## src/rtl/mem_port_arbiter.sv

```systemverilog
// mem_port_arbiter
//   Shares the core's single memory port between instruction fetch (IF) and
//   data load/store (MEM). Requests are serialised onto one req/ack memory
//   interface. Data has priority. Per-requester stall outputs feed the
//   pipeline hazard logic. A pipeline flush discards an in-flight fetch.
//
//   Optional build macro STARVE_GUARD_EN: after MAX_DM_RUN consecutive data
//   grants made while a fetch waits, the next arbitration favours the fetch.
//
//   state        | meaning
//   -------------+---------------------------------------------
//   IDLE         | no transaction in flight
//   GNT_DM       | data transaction in flight
//   GNT_IF       | fetch transaction in flight
//   GNT_IF_DROP  | flushed fetch in flight, result discarded
//
// Ports
//   clk, rst                  clock, synchronous active-high reset
//   flush                     pipeline flush (cancels current/pending fetch)
//   if_req/if_addr            fetch request (level) and address
//   if_rdata/if_valid/if_stall fetch data, completion pulse, waiting flag
//   dm_req/dm_we/dm_addr/dm_wdata/dm_wstrb  data request and fields
//   dm_rdata/dm_valid/dm_stall load data, completion pulse, waiting flag
//   mem_req/mem_we/mem_addr/mem_wdata/mem_wstrb  memory request side
//   mem_ack/mem_rdata         memory completion and read data
//   busy                      a transaction is in flight

module mem_port_arbiter #(
   parameter int ADDR_W     = 32,
   parameter int DATA_W     = 32,
   parameter int MAX_DM_RUN = 4
) (
   input  logic                  clk,
   input  logic                  rst,
   input  logic                  flush,
   input  logic                  if_req,
   input  logic [ADDR_W-1:0]     if_addr,
   output logic [DATA_W-1:0]     if_rdata,
   output logic                  if_valid,
   output logic                  if_stall,
   input  logic                  dm_req,
   input  logic                  dm_we,
   input  logic [ADDR_W-1:0]     dm_addr,
   input  logic [DATA_W-1:0]     dm_wdata,
   input  logic [DATA_W/8-1:0]   dm_wstrb,
   output logic [DATA_W-1:0]     dm_rdata,
   output logic                  dm_valid,
   output logic                  dm_stall,
   output logic                  mem_req,
   output logic                  mem_we,
   output logic [ADDR_W-1:0]     mem_addr,
   output logic [DATA_W-1:0]     mem_wdata,
   output logic [DATA_W/8-1:0]   mem_wstrb,
   input  logic                  mem_ack,
   input  logic [DATA_W-1:0]     mem_rdata,
   output logic                  busy
);

   typedef enum logic [1:0] {
      IDLE        = 2'd0,
      GNT_DM      = 2'd1,
      GNT_IF      = 2'd2,
      GNT_IF_DROP = 2'd3
   } state_t;

   state_t                state_q, state_d;
   logic                  mem_req_q, mem_req_d;
   logic                  mem_we_q, mem_we_d;
   logic [ADDR_W-1:0]     mem_addr_q, mem_addr_d;
   logic [DATA_W-1:0]     mem_wdata_q, mem_wdata_d;
   logic [DATA_W/8-1:0]   mem_wstrb_q, mem_wstrb_d;
   logic [DATA_W-1:0]     if_rdata_q, if_rdata_d;
   logic [DATA_W-1:0]     dm_rdata_q, dm_rdata_d;
   logic                  if_valid_q, if_valid_d;
   logic                  dm_valid_q, dm_valid_d;
   logic                  busy_q, busy_d;

   logic                  dm_elig;
   logic                  if_elig;
   logic                  guard_hit;
   logic                  grant_dm;
   logic                  grant_if;

   if (MAX_DM_RUN < 1) begin : g_max_dm_run_check
      $error("MAX_DM_RUN must be at least 1");
   end

   // A requester whose completion pulse is visible this cycle is still
   // holding its old request; masking it avoids re-issuing the same access.
   assign dm_elig = dm_req & ~dm_valid_q;
   assign if_elig = if_req & ~if_valid_q & ~flush;

`ifdef STARVE_GUARD_EN
   localparam int RUN_W = $clog2(MAX_DM_RUN + 1);

   logic [RUN_W-1:0] run_q, run_d;

   assign guard_hit = (run_q >= RUN_W'(MAX_DM_RUN));

   // Counts data grants won while a fetch is waiting; saturates at the limit.
   always_comb begin
      run_d = run_q;
      if (!if_req || grant_if) begin
         run_d = '0;
      end else if (grant_dm && (run_q < RUN_W'(MAX_DM_RUN))) begin
         run_d = run_q + RUN_W'(1);
      end
   end

   always_ff @(posedge clk) begin
      if (rst) begin
         run_q <= '0;
      end else begin
         run_q <= run_d;
      end
   end
`else
   assign guard_hit = 1'b0;
`endif

   always_comb begin
      grant_dm = 1'b0;
      grant_if = 1'b0;
      if (state_q == IDLE) begin
         if (guard_hit && if_elig) begin
            grant_if = 1'b1;
         end else if (dm_elig) begin
            grant_dm = 1'b1;
         end else if (if_elig) begin
            grant_if = 1'b1;
         end
      end
   end

   always_comb begin
      state_d     = state_q;
      mem_req_d   = mem_req_q;
      mem_we_d    = mem_we_q;
      mem_addr_d  = mem_addr_q;
      mem_wdata_d = mem_wdata_q;
      mem_wstrb_d = mem_wstrb_q;
      if_rdata_d  = if_rdata_q;
      dm_rdata_d  = dm_rdata_q;
      if_valid_d  = 1'b0;
      dm_valid_d  = 1'b0;

      unique case (state_q)
         IDLE: begin
            // mem_ack is ignored here: a late ack from an abandoned access
            // must not complete anything.
            if (grant_dm) begin
               state_d     = GNT_DM;
               mem_req_d   = 1'b1;
               mem_we_d    = dm_we;
               mem_addr_d  = dm_addr;
               mem_wdata_d = dm_wdata;
               mem_wstrb_d = dm_wstrb;
            end else if (grant_if) begin
               state_d     = GNT_IF;
               mem_req_d   = 1'b1;
               mem_we_d    = 1'b0;
               mem_addr_d  = if_addr;
               mem_wdata_d = '0;
               mem_wstrb_d = '0;
            end
         end
         GNT_DM: begin
            if (mem_ack) begin
               state_d    = IDLE;
               mem_req_d  = 1'b0;
               dm_valid_d = 1'b1;
               if (!mem_we_q) begin
                  dm_rdata_d = mem_rdata;
               end
            end
         end
         GNT_IF: begin
            if (mem_ack) begin
               state_d   = IDLE;
               mem_req_d = 1'b0;
               // A flush arriving with the ack still kills this fetch.
               if (!flush) begin
                  if_valid_d = 1'b1;
                  if_rdata_d = mem_rdata;
               end
            end else if (flush) begin
               state_d = GNT_IF_DROP;
            end
         end
         GNT_IF_DROP: begin
            if (mem_ack) begin
               state_d   = IDLE;
               mem_req_d = 1'b0;
            end
         end
         default: begin
            state_d   = IDLE;
            mem_req_d = 1'b0;
         end
      endcase

      busy_d = (state_d != IDLE);
   end

   always_ff @(posedge clk) begin
      if (rst) begin
         state_q     <= IDLE;
         mem_req_q   <= 1'b0;
         mem_we_q    <= 1'b0;
         mem_addr_q  <= '0;
         mem_wdata_q <= '0;
         mem_wstrb_q <= '0;
         if_rdata_q  <= '0;
         dm_rdata_q  <= '0;
         if_valid_q  <= 1'b0;
         dm_valid_q  <= 1'b0;
         busy_q      <= 1'b0;
      end else begin
         state_q     <= state_d;
         mem_req_q   <= mem_req_d;
         mem_we_q    <= mem_we_d;
         mem_addr_q  <= mem_addr_d;
         mem_wdata_q <= mem_wdata_d;
         mem_wstrb_q <= mem_wstrb_d;
         if_rdata_q  <= if_rdata_d;
         dm_rdata_q  <= dm_rdata_d;
         if_valid_q  <= if_valid_d;
         dm_valid_q  <= dm_valid_d;
         busy_q      <= busy_d;
      end
   end

   assign mem_req   = mem_req_q;
   assign mem_we    = mem_we_q;
   assign mem_addr  = mem_addr_q;
   assign mem_wdata = mem_wdata_q;
   assign mem_wstrb = mem_wstrb_q;
   assign if_rdata  = if_rdata_q;
   assign dm_rdata  = dm_rdata_q;
   assign if_valid  = if_valid_q;
   assign dm_valid  = dm_valid_q;
   assign busy      = busy_q;

   assign if_stall  = if_req & ~if_valid_q;
   assign dm_stall  = dm_req & ~dm_valid_q;

endmodule

```

## config.mk

```make
export PLATFORM = sky130hd
export DESIGN_NAME = mem_port_arbiter
export DESIGN_NICKNAME = d
export VERILOG_FILES = /design/src/rtl/mem_port_arbiter.sv
export SDC_FILE = /design/constraint.sdc
export NUM_CORES = 1
export LEC_CHECK = 0
export BUFFER_PORTS_ARGS = -buffer_cell sky130_fd_sc_hd__buf_4
export CORE_MARGIN = 8
export CORE_UTILIZATION = 48
export DETAILED_ROUTE_END_ITERATION = 12
export PLACE_DENSITY = 0.95
export SLEW_MARGIN = 20
export SYNTH_ARGS = -nofsm -noshare
export SYNTH_HDL_FRONTEND = slang
export SYNTH_SLANG_ARGS = --single-unit
```

## constraint.sdc

```tcl
create_clock -name clk -period 4.2 [get_ports clk]
set_input_delay 0.63 -clock clk [delete_from_list [all_inputs] [get_ports clk]]
set_output_delay 0.63 -clock clk [all_outputs]
set_load 0.01 [all_outputs]
```

**Yosys cells after proc, flatten, opt, wreduce, memory -nomap -nowiden**

Index checks and enable logic that the tools add are counted.

- Word-level logic and storage cells: 62
- Bits of input ports: 139
- Output and inout port bits: 139
- Bits in registers: 139

- Eq/ne operators: 5
- Multiplexer cells: 25
- Reductions and logical operators: 11
- Bitwise operators: 10

Operator list:

| cell | count |
|---|---|
| $mux 32 | 4 |
| $mux 1 | 12 |
| $mux 2 | 5 |
| $mux 4 | 2 |
| $not 1->1 | 7 |
| $pmux 2 s3 | 1 |
| $reduce_and 3->1 | 2 |
| $reduce_or 3->1 | 2 |
| $eq 2x2->1 const B | 2 |
| $reduce_and 2->1 | 2 |
| $reduce_bool 2->1 | 2 |
| $reduce_or 2->1 | 2 |
| $and 1x1->1 | 3 |
| $ne 3x3->1 const B | 1 |
| $eq 2x1->1 const B | 1 |
| $logic_not 2->1 | 1 |
| $ne 2x1->1 const B | 1 |
| $pmux 1 s2 | 1 |

**Logic depth before layout (Yosys ltp)**

- Depth after elaboration: 10
- Depth in mapped cells: 6
- Depth with buffers taken out: 4

**Worst setup path before layout**

No wires, ideal clock.

- Kind: input to register
- From: in flush
- To: reg mem_addr_q[12] (netlist: mem_addr[12])
- Required time: 4.142 ns
- Library setup time: 0.058 ns
- Stages on the path: 4
- Slack: 2.556 ns
- Arrival: 1.586 ns
- Buffers on the path: 1
- Cells stage by stage: or3b_1 a21boi_4 buf_6 o221a_2

- Word-level cells in the longest chain between the ends: 7

RTL lines:

| what | line | text |
|---|---|---|
| start: declaration | 35 | `input logic flush,` |
| $not 1->1 (no line) | - |  |
| $and 1x1->1 | 91 | `assign if_elig = if_req & ~if_valid_q & ~flush;` |
| $mux 1 | 129 | `end else if (if_elig) begin` |
| $mux 1 | 127 | `end else if (dm_elig) begin` |
| $mux 1 | 124 | `if (state_q == IDLE) begin` |
| $reduce_bool 2->1 (no line) | - |  |
| $reduce_and 2->1 (no line) | - |  |
| end signal: assignment | 222 | `mem_addr_q <= mem_addr_d;` |
| end: declaration | 69 | `logic [ADDR_W-1:0] mem_addr_q, mem_addr_d;` |

Every way passes these cells.
A chain may end at the register's enable or synchronous reset.

**Worst setup path in the final report**

- From: reg state_q[1]
- To: reg mem_wstrb_q[3] (netlist: mem_wstrb[3])

- Word-level cells in the longest chain between the ends: 4
- Elaborated cells between the ends (all ways): 6
- Those cells by class: mux: 3; reduce/logical: 3

RTL lines:

| what | line | text |
|---|---|---|
| start: declaration | 66 | `state_t state_q, state_d;` |
| start signal: assignment | 219 | `state_q <= state_d;` |
| $logic_not 2->1 * | 124, 147 |  |
| $mux 1 | 124 |  |
| $reduce_bool 2->1 (no line) | - |  |
| $reduce_and 2->1 (no line) | - |  |
| end signal: assignment | 224 | `mem_wstrb_q <= mem_wstrb_d;` |
| end: declaration | 71 | `logic [DATA_W/8-1:0] mem_wstrb_q, mem_wstrb_d;` |

Mark *: on every way between the ends. The rest lies on a longest branch, timed or not.

==> summary.txt <==
GRT
  • Number of global-route vias before repair: 5165
  • GRT overflow: 0
  • Largest net degree at the start of global routing: 102
  • Total routing resource utilization after global routing: 0.239
  • First-pass GRT wire length: 27.3 mm
  • Initial antenna violation count: 0

Worst hold path
  • Hold Crit Depth: 2
  • Endpoint, Worst Hold: mem_wdata[11]$_SDFFE_PP0P_
  • Worst hold path startpoint: dm_wdata[11]
  • Kind of path behind the tightest hold check: input pin to flop

Synthesis
  • Proportion of synthesized chip area in sequential cells: 0.549
  • Post-Syn Area: 0.00507 sq mm
  • Average cell area after synthesis: 9.36 sq um
  • Largest family of logic cells by synthesized area: compound AO/OA/AOI/OAI gates
  • XOR/XNOR Fraction of Synth Area: 0
  • EDFF count, synth: 0
  • Proportion of register bits with asynchronous set or reset after synthesis: 0
  • Multiplexer share of the synthesized area: 0
  • Synth Net Count: approximately 700
  • Leading register cell type out of synthesis: sky130_fd_sc_hd__dfxtp_1
  • Count of warnings emitted by yosys: 0
  • Number of synthesized register bits: 139
  • Fraction of the mapped netlist area in adder cells: 0
  • Basic-gate share of the synthesized area counting and, or, nand and nor cells: 0.123
  • Gate Count Post-Synth: ~540
  • Synth Area in Compound Gates: 0.251
  • Post-synthesis cell type count: 28

CTS
  • Clock edge transition at the registers on the reported setup and hold paths: 0.06 ns
  • Maximum number of buffers from clock root to sink: 2
  • Number of clock buffers inserted by TritonCTS: 17
  • Total clock sinks: 139
  • CTS resizes: 0
  • TritonCTS clock tree: built
  • Count of hold buffers inserted by post-cts repair: 0
  • Worst-skew pair later-pin latency: 0.51 ns
  • Count of buffers added by post-CTS timing repair for setup: 0
  • Clock tree root buffer cell: sky130_fd_sc_hd__clkbuf_8
  • H-tree lvl count: 4

Final layout
  • Number of antenna diodes: 0
  • Number of non-filler instances in the completed layout: 945
  • Final net count: 935
  • Signed area change from the synthesized netlist to the final layout: 53.0%
  • Most frequent cells in the layout: 285 x sky130_fd_sc_hd__buf_4, 139 x sky130_fd_sc_hd__dfxtp_1, 129 x sky130_fd_sc_hd__nand2_1, 99 x sky130_fd_sc_hd__a21oi_1, 37 x sky130_fd_sc_hd__a32o_1
  • Leading cell type in the layout, fill and taps excluded: sky130_fd_sc_hd__buf_4
  • Layout cells sized above 1: 0.428

Power
  • Peak ir drop on the vdd network: 0.275 mV
  • Switching share of total power: 0.240
  • Relative contribution of sequential cells to total power: 0.423
  • Switching pwr: 0.822 mW
  • Static power due to leakage: 3.50 nW
  • Power density of the placed cells: 441 mW/mm^2
  • Logic gate share of total power: 0.141
  • Clock network power share: 0.436
  • Cell internal pwr: around 2.6 mW

Critical path
  • Crit-path slowest cell: sky130_fd_sc_hd__and2_2
  • Critical Path, Cell by Cell: nor4b_4 > buf_4 > and2_2 > a32o_1
  • RR Startpoint: state_q[1]$_SDFF_PP0_
  • Arrival time at the worst endpoint: 2.53 ns
  • Critical Path Sink Type: flop
  • Combined buffer and inverter count along the critical path: 1
  • Maximum fanout encountered on the critical timing path: 37
  • Crit path max-delay family: simple AND/OR/NAND/NOR gates
  • Classification of the worst setup path: flop to flop
  • CP required: ~4.7 ns
  • Reg2reg setup slack: 2.12 ns
  • Slowest stage delay, CP: around 0.67 ns
  • R2R cell count: 4
  • Reg2Reg Capture Point: mem_wstrb[3]$_SDFFE_PP0P_
  • Startpoint type of the worst setup path: flop

Run
  • Maxcap violations: 0

Die
  • Die width: approximately 120 um
  • Total I/O pin count: 278
  • Std-Cell Rows: 37
  • Effective utilization at floorplan: 0.493
  • Die area: 0.0141 sq mm
  • Floorplan Core Area: about 0.01 sq mm
  • Die boundary height: 119 um

STA
  • Setup repair after global routing missed its margin: no
  • Worst slew margin relative to its limit: 0.313
  • Max frequency: about 0.48 GHz
  • Final period demand of the worst path: 2.08 ns
  • Total count of hold-check failures in the final report: 0
  • Final-report max-slew violation count: 0
  • Final number of setup-violating endpoints: 0
  • Setup total negative slack: 0 ns
  • Worst-Margin Slew: 1.03 ns
  • Clk_skew: 0.00835 ns
  • Fraction of the cycle the final worst path needs: 0.496

Drt
  • Average wire per cell in the routed design: 18.7 um
  • Number of routed nets with antenna violations: 0
  • Violation count after the first detailed-route iteration: 423
  • Vias per std cell: roughly 5.4
  • Detailed-route via count: 5066
  • Number of detailed-route iterations in the first pass: 5
  • DR DRC count: 0
  • WL final: 17.7 mm

Outcome
  • Outcome: finished, final reports clean

Placement
  • HPWL after DPL: 13.1 mm
  • Number of buffer cells added on primary ports: 277
  • Routability cong.: 0.763
  • Cells after DPL: between 900 and 1000
how the worst max path moves through the flow:
stage                                      to                  start  cells after the start  slack, ns
global route        mem_wdata[9]$_SDFFE_PP0P_  state_q[1]$_SDFF_PP0_                      4       1.98
CTS                 mem_wstrb[3]$_SDFFE_PP0P_  state_q[1]$_SDFF_PP0_                      4       1.73
detailed placement  mem_addr[15]$_SDFFE_PP0P_                  flush                      4       1.51
floorplan           mem_addr[12]$_SDFFE_PP0P_                  flush                      4       2.56
finish              mem_wstrb[3]$_SDFFE_PP0P_  state_q[1]$_SDFF_PP0_                      4       2.12
global placement     mem_addr[1]$_SDFFE_PP0P_                  flush                      4       1.57
registers in the layout (all words and copies together) (netlist names):
register,cells
mem_req,1
mem_wdata,32
mem_we,1
if_rdata,32
dm_rdata,32
mem_addr,32
if_valid,1
dm_valid,1
state_q,2
mem_wstrb,4
busy,1
area by class of cell:
class | instances | area, sq um
multi-input cells | 319 | 1940
clock buffers | 21 | 459
clock inverters | 11 | 143
repair buffers | 285 | 2140
inverters | 34 | 128
flip-flops and latches | 139 | 2780
fillers | 700 | 2520
well taps | 136 | 170
cell usage after synthesis (2+ instances only):
cell type | count | area, sq um
sky130_fd_sc_hd__a21oi_1 | 99 | 495
sky130_fd_sc_hd__a32o_1 | 37 | 370
sky130_fd_sc_hd__buf_2 | 11 | 55.1
sky130_fd_sc_hd__buf_6 | 8 | 90.1
sky130_fd_sc_hd__clkbuf_1 | 30 | 113
sky130_fd_sc_hd__dfxtp_1 | 139 | 2780
sky130_fd_sc_hd__inv_1 | 33 | 124
sky130_fd_sc_hd__nand2_1 | 129 | 484
sky130_fd_sc_hd__nand2b_1 | 2 | 12.5
sky130_fd_sc_hd__nand4bb_1 | 2 | 22.5
sky130_fd_sc_hd__nor2_1 | 3 | 11.3
sky130_fd_sc_hd__nor4bb_1 | 2 | 20.0
sky130_fd_sc_hd__o21a_1 | 2 | 15.0
sky130_fd_sc_hd__o221a_1 | 11 | 124
sky130_fd_sc_hd__o221a_2 | 21 | 236
kinds of logic (layout without fill, tap and decap cells):
| group | count (synthesis) | in the layout |
|---|---|---|
| buffers and inverters | 84 | 351 |
| AND/OR/NAND/NOR | 146 | 146 |
| AO/OA/AOI/OAI | 173 | 173 |
| flip-flops | 139 | 139 |
metal layers:
metal,wire [um],vias to the layer above,global-route usage
li1,-,2400,-
met1,6380,2366,0.242
met2,9020,249,0.418
met3,1660,51,0.102
met4,646,0,0.110
met5,0,-,0
power by group through the flow:
stage	clock (mW)	combinational, mW	sequential [mW]
floorplan	0	0.187	1.50
global placement	0	0.463	1.47
detailed placement	0	0.482	1.47
CTS	1.51	0.483	1.45
global route	1.57	0.515	1.46
finish	1.49	0.482	1.45
metrics by stage:
stage	util	total power, mW	worst slack (ns)	hold slack, ns	instance area [sq um]
6_report	0.755	3.42	2.12	0.325	7760
5_1_grt	0.755	3.54	1.98	0.309	7760
4_1_cts	0.754	3.44	1.73	0.310	7750
3_5_place_dp	0.696	1.96	1.51	0.450	7150
3_3_place_gp	0.696	1.93	1.57	0.443	7150
2_1_floorplan	-	1.69	2.56	0.481	5070
worst reg2reg max path: stages (launching register included):
cell	delay, ns
sky130_fd_sc_hd__dfxtp_1	0.44
sky130_fd_sc_hd__nor4b_4	0.30
sky130_fd_sc_hd__buf_4	0.36
sky130_fd_sc_hd__and2_2	0.68
sky130_fd_sc_hd__a32o_1	0.24
Power figures use the tool's default switching activity.
